[src/rtl/sz_frame_ctrl.sv]
// sz_frame_ctrl: per-frame row sequencer gating an upstream row buffer into a datapath (start/abort in, s_* upstream, dp_* datapath, busy/done/row_idx/cnt*/err status)
module sz_frame_ctrl #(
  parameter int XDIM     = 128,
  parameter int ROWS     = 1000,
  parameter int DRAIN    = 512,
  parameter int IN_WIDTH = 32,
  parameter int CW       = 32
) (
  input  logic                clk,
  input  logic                rst,
  input  logic                start,
  input  logic                abort,
  input  logic                s_row_avail,
  input  logic [IN_WIDTH-1:0] s_data,
  output logic                s_ready,
  output logic                dp_clr,
  output logic                dp_enable,
  output logic [IN_WIDTH-1:0] dp_data,
  input  logic                dp_v1,
  input  logic                dp_v2,
  input  logic                dp_v3,
  output logic                busy,
  output logic                done,
  output logic [15:0]         row_idx,
  output logic [CW-1:0]       cnt1,
  output logic [CW-1:0]       cnt2,
  output logic [CW-1:0]       cnt3,
  output logic                err
);
  localparam int XW = XDIM > 1 ? $clog2(XDIM) : 1;
  localparam int DW = DRAIN > 1 ? $clog2(DRAIN) : 1;
  typedef enum logic [2:0] {ST_IDLE, ST_CLEAR, ST_WAIT_ROW, ST_STREAM, ST_DRAIN, ST_DONE} state_t;
  state_t        state_q, state_d;
  logic [XW-1:0] col_q, col_d;
  logic [DW-1:0] drn_q, drn_d;
  logic [15:0]   row_q, row_d;
  logic [CW-1:0] cnt1_q, cnt1_d, cnt2_q, cnt2_d, cnt3_q, cnt3_d;
  logic          err_q, err_d, clr_q, clr_d;
  logic          last_col, last_row, drain_end, clr, counting;
  always_ff @(posedge clk) begin
    if (rst) begin
      state_q <= ST_IDLE;
      col_q   <= '0;
      drn_q   <= '0;
      row_q   <= '0;
      cnt1_q  <= '0;
      cnt2_q  <= '0;
      cnt3_q  <= '0;
      err_q   <= 1'b0;
      clr_q   <= 1'b1;
    end else begin
      state_q <= state_d;
      col_q   <= col_d;
      drn_q   <= drn_d;
      row_q   <= row_d;
      cnt1_q  <= cnt1_d;
      cnt2_q  <= cnt2_d;
      cnt3_q  <= cnt3_d;
      err_q   <= err_d;
      clr_q   <= clr_d;
    end
  end
  always_comb begin
    last_col  = col_q == XW'(XDIM - 1);
    last_row  = row_q == 16'(ROWS - 1);
    drain_end = drn_q == DW'(DRAIN - 1);
    state_d   = state_q;
    if (state_q != ST_IDLE && abort) state_d = ST_IDLE;
    else
      case (state_q)
        ST_IDLE:     state_d = start ? ST_CLEAR : ST_IDLE;
        ST_CLEAR:    state_d = ST_WAIT_ROW;
        ST_WAIT_ROW: state_d = s_row_avail ? ST_STREAM : ST_WAIT_ROW;
        ST_STREAM:   state_d = !last_col ? ST_STREAM : last_row ? ST_DRAIN : ST_WAIT_ROW;
        ST_DRAIN:    state_d = drain_end ? ST_DONE : ST_DRAIN;
        ST_DONE:     state_d = ST_IDLE;
        default:     state_d = ST_IDLE;
      endcase
    clr      = state_q == ST_IDLE && state_d == ST_CLEAR;
    counting = state_q == ST_WAIT_ROW || state_q == ST_STREAM || state_q == ST_DRAIN;
    col_d    = state_q == ST_STREAM && !last_col ? col_q + XW'(1) : '0;
    drn_d    = state_q == ST_DRAIN ? drn_q + DW'(1) : '0;
    row_d    = clr ? '0 : state_q == ST_STREAM && state_d == ST_WAIT_ROW ? row_q + 16'd1 : row_q;
    cnt1_d   = clr ? '0 : counting && dp_v1 && !(&cnt1_q) ? cnt1_q + CW'(1) : cnt1_q;
    cnt2_d   = clr ? '0 : counting && dp_v2 && !(&cnt2_q) ? cnt2_q + CW'(1) : cnt2_q;
    cnt3_d   = clr ? '0 : counting && dp_v3 && !(&cnt3_q) ? cnt3_q + CW'(1) : cnt3_q;
    err_d    = clr ? 1'b0 : err_q | (dp_v2 & dp_v3);
    clr_d    = clr | (state_q != ST_IDLE && abort);
  end
  always_comb begin
    dp_enable = state_q == ST_STREAM;
    s_ready   = dp_enable;
    dp_data   = dp_enable ? s_data : '0;
    busy      = state_q != ST_IDLE;
    done      = state_q == ST_DONE;
    dp_clr    = clr_q;
    row_idx   = row_q;
    cnt1      = cnt1_q;
    cnt2      = cnt2_q;
    cnt3      = cnt3_q;
    err       = err_q;
  end
endmodule

[config.mk]
export PLATFORM = sky130hd
export DESIGN_NAME = sz_frame_ctrl
export DESIGN_NICKNAME = d
export VERILOG_FILES = /design/src/rtl/sz_frame_ctrl.sv
export SDC_FILE = /design/constraint.sdc
export NUM_CORES = 1
export LEC_CHECK = 0
export CELL_PAD_IN_SITES_DETAIL_PLACEMENT = 0
export CELL_PAD_IN_SITES_GLOBAL_PLACEMENT = 1
export CORE_ASPECT_RATIO = 1.25
export CORE_UTILIZATION = 38
export CTS_CLUSTER_DIAMETER = 80
export DETAILED_ROUTE_END_ITERATION = 10
export PLACE_DENSITY_LB_ADDON = 0.1
export SLEW_MARGIN = 20
export SYNTH_ARGS = -nofsm -noshare
export SYNTH_HDL_FRONTEND = slang
export SYNTH_SLANG_ARGS = --single-unit
[constraint.sdc]
create_clock -name clk -period 5.75 [get_ports clk]
set_clock_uncertainty 0.05 [all_clocks]
set_input_delay 1.15 -clock clk [delete_from_list [all_inputs] [get_ports clk]]
set_output_delay 1.15 -clock clk [all_outputs]
set_load 0.01 [all_outputs]
### After elaboration in Yosys (flattened, before gate mapping)

Index checks and enable logic that the tools add are counted.

| storage, ports and cells | value |
|---|---|
| register bits | 133 |
| output and inout port bits | 150 |

| cells by class | value |
|---|---|
| $add $sub $neg | 6 |
| equality and inequality tests | 10 |
| mux-type cells | 8 |
| bitwise logic cells | 5 |
| reduce and logical (&&, ||, !) cells | 24 |

Operators by type and width:

| cell | number |
|---|---|
| adder 32 x 1 -> 32 bit, second input constant | 3 |
| AND reduction 32 bit | 3 |
| 2-to-1 mux 32 bit | 1 |
| adder 16 x 1 -> 16 bit, second input constant | 1 |
| equality test 16 x 10 -> 1 bit, second input constant | 1 |
| case mux 3 bit (5 select lines) | 1 |
| logical AND 1 bit | 10 |
| adder 9 x 1 -> 9 bit, second input constant | 1 |
| equality test 3 x 2 -> 1 bit, second input constant | 3 |
| equality test 9 bit, second input constant | 1 |
| 2-to-1 mux 3 bit | 3 |
| adder 7 x 1 -> 7 bit, second input constant | 1 |
| equality test 7 bit, second input constant | 1 |
| equality test 3 x 1 -> 1 bit, second input constant | 2 |
| equality test 3 bit, second input constant | 2 |
| OR reduction 2 bit | 3 |
| logical NOT 1 bit | 4 |
| logical NOT 3 bit | 1 |
| 2-to-1 mux 1 bit | 3 |
| nonzero test 3 bit | 1 |
| logical OR 1 bit | 2 |
| NOT 1 bit | 2 |
| OR 1 bit | 2 |
| bitwise AND 1 bit | 1 |

### Depth between registers and ports, before layout

Gate-level depths: netlist of the first run.

| logic depth | value |
|---|---|
| word-level depth | 8 |
| depth in mapped cells | 9 |

### Worst setup path after synthesis of the first run

No wires, ideal clock.

| timing path | value |
|---|---|
| path kind | input to register |
| start point | input dp_v2 |
| end point | register cnt2_q[30] (netlist: cnt2[30]) |
| arrival | 2734 ps |
| data required time | 5630 ps |
| setup slack | 2895 ps |
| cell stages on the path | 6 |
| buffers on the path | 1 |
| cells stage by stage | nand3b_1 > a211o_1 > or4b_1 > buf_2 > or4_1 > a21oi_1 |

| between the ends | value |
|---|---|
| cells in the longest elaborated chain, start to end | 2 |

Ends and longest elaborated chain:

| item | line | RTL |
|---|---|---|
| start: declaration | 20 | `input logic dp_v2,` |
| logical AND 1 bit (2 in series) | 85 | `cnt2_d = clr ? '0 : counting && dp_v2 && !(&cnt2_q) ? cnt2_q + CW'(1) : cnt2_q;` |
| end signal: assignment | 57 | `cnt2_q <= cnt2_d;` |
| end: declaration | 37 | `logic [CW-1:0] cnt1_q, cnt1_d, cnt2_q, cnt2_d, cnt3_q, cnt3_d;` |

No other way between the ends.
A chain may end at the register's enable or synchronous reset.

### Worst setup path in the final report of the first run

| timing path | value |
|---|---|
| start point | register state_q[1] |
| end point | output dp_data[21] |

| between the ends | value |
|---|---|
| cells in the longest elaborated chain, start to end | 2 |

Ends and longest elaborated chain:

| item | line | RTL |
|---|---|---|
| start: declaration | 33 | `state_t state_q, state_d;` |
| start signal: assignment | 52 | `state_q <= state_d;` |
| equality test 3 x 2 -> 1 bit | 91 | `dp_enable = state_q == ST_STREAM;` |
| 2-to-1 mux 32 bit | 93 | `dp_data = dp_enable ? s_data : '0;` |
| end: declaration | 18 | `output logic [IN_WIDTH-1:0] dp_data,` |

No other way between the ends.

==> results of run 1 <==
## synthesized netlist by cell type, drive strengths merged, types with 7 or more instances
| cell type | n | share of area |
|---|---|---|
| and2 | 38 | 0.035 |
| buf | 17 | 0.012 |
| nor4 | 10 | 0.010 |
| ha | 7 | 0.013 |
| or4 | 26 | 0.029 |
| and4 | 11 | 0.014 |
| o31ai | 16 | 0.018 |
| clkbuf | 20 | 0.011 |
| o211ai | 15 | 0.017 |
| and3 | 13 | 0.012 |
| xnor2 | 11 | 0.014 |
| nand2 | 62 | 0.035 |
| a21oi | 72 | 0.054 |
| or3 | 53 | 0.049 |
| nor3 | 11 | 0.0082 |
| dfxtp | 133 | 0.40 |
| nand4 | 31 | 0.030 |
| o21ai | 59 | 0.044 |
| xor2 | 20 | 0.026 |
| inv | 18 | 0.010 |
| nand3 | 49 | 0.037 |
| nor2 | 64 | 0.036 |
## flip-flops by register name, indices dropped and copies added (netlist names)
register  count
cnt1         32
cnt2         32
cnt3         32
col_q         7
dp_clr        1
drn_q         9
err           1
row_idx      16
state_q       3
## worst paths after layout
kind,to,startpoint,cells after the start
worst max-delay path,dp_data[21],state_q[1],4
worst min-delay path,col_q[0],col_q[0],1
worst max register to register,cnt1[27],state_q[2],5
worst min register to register,col_q[0],col_q[0],1
## where the power goes
part / internal, mW / total (mW) / leakage (nW) / switching (mW)
combinational: 0.0556 / 0.130 / 1.60 / 0.0745
sequential: 0.926 / 0.934 / 1.07 / 0.00765
clock: 0.758 / 1.15 / 0.311 / 0.393
## cell type report
class                      count  share of cell area
multi-input combinational    636               0.410
clock inverter                 9              0.0159
timing repair buffer         190               0.203
inverter                      18             0.00721
sequential                   133               0.284
clock buffer                  23              0.0510
tap                          220              0.0294
## layer usage
layer  vias up  GRT usage  share of wire
met5         -          0              0
met1      3082      0.257           0.46
met3        17     0.0553          0.047
met2       123      0.338           0.49
met4         0     0.0630          0.011
li1       3426          -              -
## logic make-up (layout without fill, tap and decap cells)
kind of cell / Yosys count / after routing / share of synthesized area
AOI/OAI and AO/OA: 206 / 206 / 0.190
buffers and inverters: 55 / 240 / 0.0336
and+or+nand+nor: 387 / 387 / 0.319
adders and majority gates: 7 / 7 / 0.0131
muxes: 5 / 5 / 0.00746
DFF: 133 / 133 / 0.397
xor gates and xnor gates: 31 / 31 / 0.0405
## stage by stage
stage	setup slack, ns	util	hold WS, ns	cell area, um^2
after global placement	2.10	0.513	0.380	8740
after global routing	1.64	0.550	0.436	9380
after detailed placement	2.06	0.513	0.389	8740
final	1.90	0.550	0.395	9380
after CTS	1.86	0.550	0.397	9370
after floorplan	2.90	-	0.368	6710
==> impl_metrics.py, run 1 <==
metrics = {
    "run_status": {
        "run_status": "finished clean",
    },
    "synthesis": {
        "asyncSetResetFlopFracSynth": 0,
        "synth_enable_flop_cells": 0,
        "synth.cell_area_um2": 6710,
        "netlist_instances": 824,
        "mappedNetlistNets": 871,
        "synthesis.area_per_instance_um2": 8.14,
        "yosysWarningCount": 0,
        "number_of_different_library_cells_in_the_post_synthesis_netlist": 55,
        "synthFlopType": "dfxtp_1",
        "flip_flop_and_latch_count_after_synthesis": 133,
        "seq_area_frac_synth": 0.397,
    },
    "power": {
        "leakagePower_nw": 2.98,
        "power_mw": 2.22,
        "vdd.ir_drop.worst_uv": 188,
        "total_power_density_per_cell_area_nw_per_um2": 236,
    },
    "clocking": {
        "post_cts_hold_fix_bufs": 0,
        "root_buffer": "clkbuf_16",
        "cts.repair.resized": 0,
        "cts_post_setup_buffers_inserted": 0,
        "clk_path_buf_depth": 2,
        "clock_insertion_delay_worst_skew_ns": 0.42,
        "cts_tree": "built",
        "cts.clk_slew.worst_paths_ns": 0.05,
        "cts_num_sinks": 133,
        "clock_tree.htree_level_count": 4,
        "numCtsBuffers": 17,
    },
    "sta": {
        "period_share": 0.670,
        "rsz0062_at_grt": "false",
        "finalSetupViolCount": 0,
        "finalSetupTns_ns": 0,
        "tightestPinTransition_ns": 0.952,
        "fmax_ghz": 0.260,
        "hold_violations": 0,
        "maxSlewViolCount": 0,
        "finalCriticalPeriod_ns": 3.85,
        "slew_headroom": 0.364,
    },
    "setup_path": {
        "req_time_crit_path_ns": 4.55,
        "worst_setup_path_end_kind": "primary output",
        "worst_ep_arrival_time_ns": 2.65,
        "critical_path.n_buffers_inverters": 2,
        "path_max_fanout": 39,
        "max_stage_delay_ns": 0.68,
        "timing.critical_path.slowest_stage_cell": "inv_1",
        "critPathLaunchType": "flip-flop",
        "worst_path_top_cell_family_by_delay": "buffers and inverters",
        "r2r_slack_ns": 2.89,
        "timing.setup.critical_path_class": "flip-flop to primary output",
        "worstPathCellList": "nand3b_1 > inv_1 > and2_1 > clkdlybuf4s50_1",
    },
    "layout": {
        "seqCellArea_um2": 2660,
        "mostFrequentLayoutCell": "clkdlybuf4s50_1",
        "final_layout_size_suffix_gt1_frac": 0.0446,
        "fillerInstances": 1635,
        "num_antenna_cells": 0,
        "final-instance-count-excl-fill": 1229,
        "most_frequent_cells_in_the_layout": "189 x clkdlybuf4s50_1, 133 x dfxtp_1, 71 x a21oi_1",
        "multi_input_area_um2": 3840,
        "final_net_count": 1043,
        "areaGrowthSynthToFinish_pct": 39.8,
    },
    "drt": {
        "detail_route.drc_violations": 0,
        "post_drt_via_cell_ratio": 5.41,
        "drt.antenna.violating_nets": 0,
        "wl_cell_um": 15.0,
        "drt_first_iter_violations": 370,
        "via_count": 6648,
        "wl_mm": 18.4,
        "dr.pass1.iters": 4,
    },
    "hold_path": {
        "hold_class": "flip-flop to flip-flop",
    },
    "floorplanning": {
        "placeableCoreArea_um2": 17000,
        "boundaryPins": 190,
        "row_count": 53,
        "start_util": 0.394,
        "die-width_um": 121,
        "fp.dieArea_um2": 18200,
        "die_y_um": 151,
    },
    "global_routing": {
        "via_count_of_the_first_global_routing_pass": 6006,
        "grt_use_total": 0.204,
        "grt_pass1_wl_mm": 29.8,
        "grt_antenna_before_repair": 0,
        "grt_start_max_net_pins": 66,
        "grt.overflow.total": 0,
    },
    "placed_design": {
        "detailedPlacementHpwl_mm": 12.9,
        "io_buffers": 189,
        "globalplace.congestion": 0.746,
        "placedCellCount": 1197,
    },
    "job": {
        "cap_violations": 0,
    },
}
Note: power is estimated with default switching activity, not from simulation.
==> inputs of run 2 (changes only) <==
Settings changed: CORE_UTILIZATION 38 to 32.
Clock period 5.75 ns to 3.2 ns, I/O delays scaled along.
==> run 2 against run 1 <==
Compared with the run above:
- sequential cell count did not move
- routed wire length rose by 6.8%
- cell count rose by 5.7%
- largest power group unchanged
- die area rose by 18%
- critical path depth rose by 1
- total power rose by 80%
- via count rose by 1.4%
==> impl_metrics.py, run 2 (same netlist as run 1, synthesis figures left out) <==
metrics = {
    "run_status": {
        "run_status": "finished clean",
    },
    "global_routing": {
        "grt_antenna_before_repair": 0,
        "grt_start_max_net_pins": 72,
        "grt.overflow.total": 0,
        "via_count_of_the_first_global_routing_pass": 6294,
        "grt_pass1_wl_mm": 32.0,
        "grt_use_total": 0.183,
    },
    "layout": {
        "mostFrequentLayoutCell": "clkdlybuf4s50_1",
        "final-instance-count-excl-fill": 1299,
        "areaGrowthSynthToFinish_pct": 43.1,
        "num_antenna_cells": 0,
        "most_frequent_cells_in_the_layout": "189 x clkdlybuf4s50_1, 133 x dfxtp_1, 71 x a21oi_1",
        "final_net_count": 1063,
        "final_layout_size_suffix_gt1_frac": 0.0661,
    },
    "setup_path": {
        "timing.setup.critical_path_class": "flip-flop to primary output",
        "critical_path.n_buffers_inverters": 3,
        "req_time_crit_path_ns": 2.51,
        "timing.critical_path.slowest_stage_cell": "dfxtp_1",
        "max_stage_delay_ns": 0.56,
        "worst_ep_arrival_time_ns": 2.29,
        "worstPathCellList": "nand3b_1 > inv_2 > buf_12 > and2_1 > clkdlybuf4s50_1",
        "worst_setup_path_end_kind": "primary output",
        "worst_path_top_cell_family_by_delay": "buffers and inverters",
        "cp.depth": 5,
        "path_max_fanout": 33,
        "critPathLaunchType": "flip-flop",
        "reg2reg_depth": 6,
    },
    "clocking": {
        "root_buffer": "clkbuf_16",
        "cts_tree": "built",
        "clock_tree.htree_level_count": 4,
        "numCtsBuffers": 17,
        "cts.clk_slew.worst_paths_ns": 0.06,
        "clock_insertion_delay_worst_skew_ns": 0.42,
        "clk_path_buf_depth": 2,
        "cts_num_sinks": 133,
    },
    "placed_design": {
        "globalplace.congestion": 0.741,
        "io_buffers": 189,
        "detailedPlace.worstSlack_ns": 0.256,
        "placedCellCount": 1267,
        "detailedPlacementHpwl_mm": 14.0,
    },
    "drt": {
        "wl_mm": 19.6,
        "drt_first_iter_violations": 300,
        "via_count": 6743,
        "detail_route.drc_violations": 0,
        "drt.antenna.violating_nets": 0,
        "wl_cell_um": 15.1,
        "post_drt_via_cell_ratio": 5.19,
        "dr.pass1.iters": 5,
    },
    "sta": {
        "finalCriticalPeriod_ns": 2.98,
        "finalSetupViolCount": 0,
        "maxSlewViolCount": 0,
        "slew_headroom": 0.382,
        "fmax_ghz": 0.335,
        "period_share": 0.933,
        "rsz0062_at_grt": "false",
        "tightestPinTransition_ns": 0.926,
        "hold_violations": 0,
        "holdWs_ns": 0.408,
        "timing.final.ws_setup_ns": 0.215,
        "finalSetupTns_ns": 0,
    },
    "power": {
        "leakagePower_nw": 3.07,
        "vdd.ir_drop.worst_uv": 334,
        "total_power_density_per_cell_area_nw_per_um2": 415,
    },
    "hold_path": {
        "hold_class": "flip-flop to flip-flop",
        "min_delay_path_depth": 1,
    },
    "floorplanning": {
        "placeableCoreArea_um2": 20300,
        "start_util": 0.330,
        "boundaryPins": 190,
        "die_y_um": 164,
        "fp.dieArea_um2": 21500,
        "row_count": 58,
        "die-width_um": 131,
    },
    "job": {
        "cap_violations": 0,
    },
}
==> run 2: cell count changes in the layout (fill, tap and decap cells not counted), moves of 3 or more <==
cell and change:
inv_6 +3, clkbuf_1 -3, buf_4 +18, clkinvlp_4 +3
==> run 2: stage by stage <==
| stage | area (um^2) | util | total power, mW |
|---|---|---|---|
| 5_1_grt | 9590 | 0.472 | 4.14 |
| 6_report | 9590 | 0.472 | 3.98 |
| 2_1_floorplan | 6710 | - | 1.83 |
| 3_5_place_dp | 8980 | 0.442 | 1.98 |
| 3_3_place_gp | 8980 | 0.442 | 1.98 |
| 4_1_cts | 9590 | 0.472 | 4.04 |
==> run 2: timing repair <==
action / CTS / global route
setup endpoints to repair: 0 / 32
hold buffers: 0 / 0
gates resized for setup: 0 / 1
setup buffers: 0 / 0
==> run 2: report_power, final <==
group          switching [mW]  leakage, nW  internal [mW]
logic                   0.146         1.70          0.116
registers              0.0101         1.07           1.66
clock network           0.790        0.293           1.25
==> run 2: metal layers <==
metal / part of all wire / GRT usage / vias to the layer above
met4: 0.0070 / 0.0481 / 0
met2: 0.49 / 0.313 / 116
met5: 0 / 0 / -
met1: 0.46 / 0.226 / 3150
li1: - / - / 3468
met3: 0.045 / 0.0491 / 9
==> run 2: worst reg2reg max path, cell delays in order (launching register included) <==
cell     delay [ns]
dfxtp_1        0.43
ha_1           0.24
and3_1         0.22
nand3_1        0.18
or4b_1         0.72
or4_1          0.45
a21oi_1        0.15
==> run 2: area by class of cell <==
class,instances,area [um^2]
fillers,2015,10700
inverters,18,67.6
multi-input cells,636,3840
repair buffers,210,2070
clock buffers,18,439
clock inverters,14,175
well taps,270,338
flip-flops and latches,133,2660
==> run 2: path summary, 6_finish.rpt <==
path,startpoint,end,slack [ns]
worst max-delay path,state_q[0],dp_data[27],0.22
worst min-delay path,col_q[0],col_q[0],0.41
worst max register to register,cnt2[0],cnt2[30],0.69
worst min register to register,col_q[0],col_q[0],0.41
